[config.mk]
export PLATFORM = sky130hd
export DESIGN_NAME = proc_ctrl_fsm
export DESIGN_NICKNAME = d
export VERILOG_FILES = /design/src/rtl/proc_ctrl_pkg.sv /design/src/rtl/proc_enter_arm.sv /design/src/rtl/proc_ctrl_fsm.sv
export SDC_FILE = /design/constraint.sdc
export NUM_CORES = 1
export LEC_CHECK = 0
export CORE_ASPECT_RATIO = 0.6
export CORE_MARGIN = 1.5
export CORE_UTILIZATION = 45
export DETAILED_ROUTE_END_ITERATION = 8
export PLACE_DENSITY = 0.78
export SYNTH_ARGS = -nofsm -noshare
export SYNTH_HDL_FRONTEND = slang
export SYNTH_SLANG_ARGS = --single-unit
[constraint.sdc]
create_clock -name clock -period 2.1 [get_ports clock]
set_input_delay 0.42 -clock clock [delete_from_list [all_inputs] [get_ports clock]]
set_output_delay 0.42 -clock clock [all_outputs]
set_load 0.05 [all_outputs]
[src/rtl/proc_ctrl_pkg.sv]
// Shared state codes, opcodes and A-source encodings for the processor control unit.
// Execute-state codes are {1'b1, opcode} so decode is a direct cast.
package proc_ctrl_pkg;

   typedef enum logic [3:0] {
      S0  = 4'b0000,
      S1  = 4'b0001,
      S2  = 4'b0010,
      S3  = 4'b1000,
      S4  = 4'b1001,
      S5  = 4'b1010,
      S6  = 4'b1011,
      S7  = 4'b1100,
      S8  = 4'b1101,
      S9  = 4'b1110,
      S10 = 4'b1111
   } state_t;

   localparam logic [2:0] OP_LOAD  = 3'b000;
   localparam logic [2:0] OP_STORE = 3'b001;
   localparam logic [2:0] OP_ADD   = 3'b010;
   localparam logic [2:0] OP_SUB   = 3'b011;
   localparam logic [2:0] OP_IN    = 3'b100;
   localparam logic [2:0] OP_JZ    = 3'b101;
   localparam logic [2:0] OP_JPOS  = 3'b110;
   localparam logic [2:0] OP_HALT  = 3'b111;

   localparam logic [1:0] ASEL_ADD = 2'b00;
   localparam logic [1:0] ASEL_IN  = 2'b01;
   localparam logic [1:0] ASEL_MEM = 2'b10;

endpackage

[src/rtl/proc_enter_arm.sv]
// Enter-switch handshake: one capture per low-to-high cycle of enter.
// With SINGLE_STEP_EN defined it also produces the rising-edge pulse of step.
module proc_enter_arm (
   input  logic i_clock,
   input  logic i_rst_n,
   input  logic i_enter,
   input  logic i_in_input,
   output logic o_capture
`ifdef SINGLE_STEP_EN
   ,
   input  logic i_step,
   output logic o_step_rise
`endif
);

   logic r_armed;

   assign o_capture = i_in_input & i_enter & r_armed;

   // Re-arm only once enter has been seen low, so a held switch loads A once.
   always_ff @(posedge i_clock or negedge i_rst_n) begin
      if (!i_rst_n) begin
         r_armed <= 1'b1;
      end else if (o_capture) begin
         r_armed <= 1'b0;
      end else if (!i_enter) begin
         r_armed <= 1'b1;
      end
   end

`ifdef SINGLE_STEP_EN
   logic r_step_q;

   assign o_step_rise = i_step & ~r_step_q;

   always_ff @(posedge i_clock or negedge i_rst_n) begin
      if (!i_rst_n) begin
         r_step_q <= 1'b0;
      end else begin
         r_step_q <= i_step;
      end
   end
`endif

endmodule

[src/rtl/proc_ctrl_fsm.sv]
// Control FSM for the 8-bit processor: start, fetch, decode, execute, with a retired-instruction count.
// Define SINGLE_STEP_EN to add the step port; S0 then waits for a rising edge of step.
//
// state | meaning
// S0    | start (0000)
// S1    | fetch: IR <= mem[PC], PC <= PC+1 (0001)
// S2    | decode (0010)
// S3    | LOAD  A <= mem[IR] (1000)
// S4    | STORE mem[IR] <= A (1001)
// S5    | ADD (1010)
// S6    | SUB (1011)
// S7    | INPUT, waits for capture (1100)
// S8    | JZ (1101)
// S9    | JPOS (1110)
// S10   | HALT until reset (1111)
module proc_ctrl_fsm
   import proc_ctrl_pkg::*;
#(
   parameter int CNT_W = 16
) (
   input  logic             clock,
   input  logic             reset,
`ifdef SINGLE_STEP_EN
   input  logic             step,
`endif
   input  logic             enter,
   input  logic [2:0]       ir_op,
   input  logic             aeq0,
   input  logic             apos,
   output logic             irload,
   output logic             pcload,
   output logic             jmpmux,
   output logic             meminst,
   output logic             memwr,
   output logic [1:0]       asel,
   output logic             aload,
   output logic             sub,
   output logic             halt,
   output logic [3:0]       showstate,
   output logic [CNT_W-1:0] icount
);

   state_t           r_state;
   logic [CNT_W-1:0] r_icount;
   logic [CNT_W-1:0] w_icount_inc;
   logic             w_capture;
   logic             w_go;

   proc_enter_arm u_arm (
      .i_clock    (clock),
      .i_rst_n    (reset),
      .i_enter    (enter),
      .i_in_input (r_state == S7),
      .o_capture  (w_capture)
`ifdef SINGLE_STEP_EN
      ,
      .i_step     (step),
      .o_step_rise(w_go)
`endif
   );

`ifndef SINGLE_STEP_EN
   assign w_go = 1'b1;
`endif

   assign w_icount_inc = (r_icount == {CNT_W{1'b1}}) ? r_icount : r_icount + CNT_W'(1);

   always_ff @(posedge clock or negedge reset) begin
      if (!reset) begin
         r_state  <= S0;
         r_icount <= '0;
      end else begin
         case (r_state)
            S0: if (w_go) r_state <= S1;
            S1: r_state <= S2;
            S2: begin
               r_state <= state_t'({1'b1, ir_op});
               if (ir_op == OP_HALT) r_icount <= w_icount_inc;
            end
            S3, S4, S5, S6, S8, S9: begin
               r_state  <= S0;
               r_icount <= w_icount_inc;
            end
            S7: begin
               if (w_capture) begin
                  r_state  <= S0;
                  r_icount <= w_icount_inc;
               end
            end
            S10: r_state <= S10;
            default: r_state <= S0;
         endcase
      end
   end

   // Moore decode; only the jump pcload and INPUT aload look at inputs.
   always_comb begin
      irload  = 1'b0;
      pcload  = 1'b0;
      jmpmux  = 1'b0;
      meminst = 1'b0;
      memwr   = 1'b0;
      asel    = ASEL_ADD;
      aload   = 1'b0;
      sub     = 1'b0;
      halt    = 1'b0;
      case (r_state)
         S1: begin
            meminst = 1'b1;
            irload  = 1'b1;
            pcload  = 1'b1;
         end
         S2: meminst = 1'b1;
         S3: begin
            asel  = ASEL_MEM;
            aload = 1'b1;
         end
         S4: memwr = 1'b1;
         S5: aload = 1'b1;
         S6: begin
            aload = 1'b1;
            sub   = 1'b1;
         end
         S7: begin
            asel  = ASEL_IN;
            aload = w_capture;
         end
         S8: begin
            pcload = aeq0;
            jmpmux = 1'b1;
         end
         S9: begin
            pcload = apos;
            jmpmux = 1'b1;
         end
         S10: halt = 1'b1;
         default: ;
      endcase
   end

   assign showstate = r_state;
   assign icount    = r_icount;

endmodule

==> run summary <==
Total Routing Usage GR - 22.15%
core area - 2505 sq um
placement row count - 14
Power Density - 1269 nW/um^2
initial antenna violation count - 0
CTS tree - yes
static leakage - 0.7979 nW
async set-reset flop share out of synthesis - 100.0%
final hold vios - 0
share of layout cells above drive strength 1 - 25.15%
max-cap viol count - 0
clk_lat worst skew - 0.26 ns
H-tree depth - 1
Worst Hold Class - flop to flop
Slew headroom - 63.01%
CP top delay family - buffers and inverters
fmax - 502.7 MHz
Max Slew Vio Count - 0
Hold WS - 0.4928 ns
# clock sinks - 21
actual slew at the worst max-slew pin - 0.5491 ns
Synth top area share - 41.88%
post-route cell area - 1782 sq um
DRT Pass-1 Iters - 4
top cells by area, synth - dfrtp_1 42%, xor2_1 8.8%, nor3_1 4.2%
P&R area growth vs syn - 49.11%
CP Launch Type - flop
critical path peak fanout - 7
GPL Wtd Cong - 0.8502
Post-synth EDFFs - 0
Worst path slowest cell - clkdlybuf4s50_1
Clock transition at path regs - 0.08 ns
status - completed
routed vias - 1102
WP data required - 1.68 ns
largest stage delay on the critical path - 0.84 ns
Worst Skew - 0.005938 ns
Worst VDD drop - 527.4 uV
I/O pin count - 38
Syn Nets - 133
post-route ant nets - 0
Die X-Extent - 69.53 um
# resized after CTS - 0
final critical-path required period - 1.989 ns
Mapped Cells - 124
TritonCTS buffer count - 3
Arr. time, crit path - 1.57 ns
Post-Synthesis Cell Area - 1195 sq um
post-synth cell types - 34
largest net degree at the start of global routing - 22
first-pass GRT wire length - 5.161 mm
vias in the first global route - 1050
Placed Area - 1733 sq um
Yosys reg bits - 21
CP Class - flop to primary output
synth warn - 0
synthesized area per cell - 9.636 sq um
Starting Density - 47.70%
port bufs - 37
final setup fails - 0
critical-path cell list - clkdlybuf4s50_1
CP Buf/Inv Count - 1
most frequent cell after synthesis - dfrtp_1
DP Wirelength - 2.402 mm
Synth top cells by count - 20 x dfrtp_1, 12 x xor2_1, 11 x nand2_1, 11 x nor2_1, 10 x nor3_1
Initial DRC Count - 63
register area share after synthesis - 44.08%
Antenna diodes - 0
Overflow after GRT - 0
DIE HEIGHT - 42.92 um
clk root buf - clkbuf_8
Post-synth top flop - dfrtp_1
Final period util - 94.73%
wire length per cell - 15.45 um
fin nets - 177
RSZ-0062 raised after global routing - no
final WL - 3.074 mm
# Post-CTS Setup Buffers - 0
CTS Hold Bufs - 0
die area - 2984 sq um
Vias/cell - 5.538
DRC Markers - 0
clk buf depth - 2
cell taking the most area after synthesis - dfrtp_1
CP endpoint kind - primary output
-- area by class of cell --
type	instances	area, sq um
Clock buffer	3	41.29
Tap cell	32	40.04
Inverter	7	26.28
Multi-Input combinational cell	91	625.6
Fill cell	178	723.2
Clock inverter	1	5.005
Timing Repair Buffer	44	513.0
Sequential cell	21	530.5
-- logic make-up (layout without fill, tap and decap cells) --
| kind of cell | after synthesis | in the layout | synth area share [%] |
|---|---|---|---|
| DFF | 21 | 21 | 44.08 |
| adders and majority gates | 1 | 1 | 1.047 |
| and+or+nand+nor | 55 | 55 | 25.97 |
| buffers and inverters | 12 | 55 | 5.759 |
| muxes | 1 | 1 | 0.9423 |
| AOI/OAI and AO/OA | 19 | 19 | 11.20 |
| xor gates and xnor gates | 15 | 15 | 11.00 |
-- layer usage --
metal	track usage [%]	part of all wire, %
met1	32.68	49
met2	33.27	45
met3	5.463	5.3
met4	4.314	0.94
met5	0	0
-- power breakdown --
| part | switching [W] | internal (W) | total (W) |
|---|---|---|---|
| combinational | 0.000831 | 0.000561 | 0.00139 |
| sequential | 0.000125 | 0.000478 | 0.000603 |
| clock | 0.000132 | 0.000132 | 0.000265 |
| total | 0.00109 | 0.00117 | 0.00226 |
-- state kept, by name, summed over array words and instances, names as in the netlist --
signal and count:
showstate 4, u_arm.r_armed 1, icount 16
-- path summary, 6_finish.rpt --
check / startpoint / depth (start not counted) / slack (ns) / to
max: icount[9]$_DFFE_PN0P_ / 1 / 0.11 / icount[9]
min: icount[0]$_DFFE_PN0P_ / 1 / 0.49 / icount[0]$_DFFE_PN0P_
max reg2reg: icount[1]$_DFFE_PN0P_ / 6 / 0.23 / icount[13]$_DFFE_PN0P_
min reg2reg: icount[0]$_DFFE_PN0P_ / 1 / 0.49 / icount[0]$_DFFE_PN0P_
max in group asynchronous: reset / 2 / 1.33 / u_arm.r_armed$_DFFE_PN1P_
min in group asynchronous: reset / 2 / 0.50 / icount[15]$_DFFE_PN0P_
-- cell usage in the layout (no fill, tap or decap), types with 2 or more instances in the layout --
master,instances
xnor2_1,3
clkdlybuf4s50_1,23
clkbuf_8,3
buf_4,11
nor3_2,4
nor3_1,6
inv_1,7
nor4_1,4
dfrtp_1,17
o21ai_0,7
a21oi_1,2
dfrtp_2,3
nor2_1,11
buf_12,10
o31ai_1,2
nand3_1,9
nand2_1,11
xor2_1,12
nand4_1,3
-- stage by stage --
step / power [W] / setup TNS [ns] / worst slack [ns] / cells / util [%]
floorplan: 0.001449 / -0.1788 / -0.05640 / 124 / -
global placement: 0.001963 / 0 / 0.07092 / 195 / 69.18
detailed placement: 0.001994 / -0.09170 / -0.05369 / 195 / 69.18
CTS: 0.002255 / 0 / 0.02258 / 199 / 71.03
global route: 0.002366 / 0 / 0.05970 / 199 / 71.13
finish: 0.002260 / 0 / 0.1107 / 199 / 71.13
No activity file was read; power rests on OpenSTA's default activity.
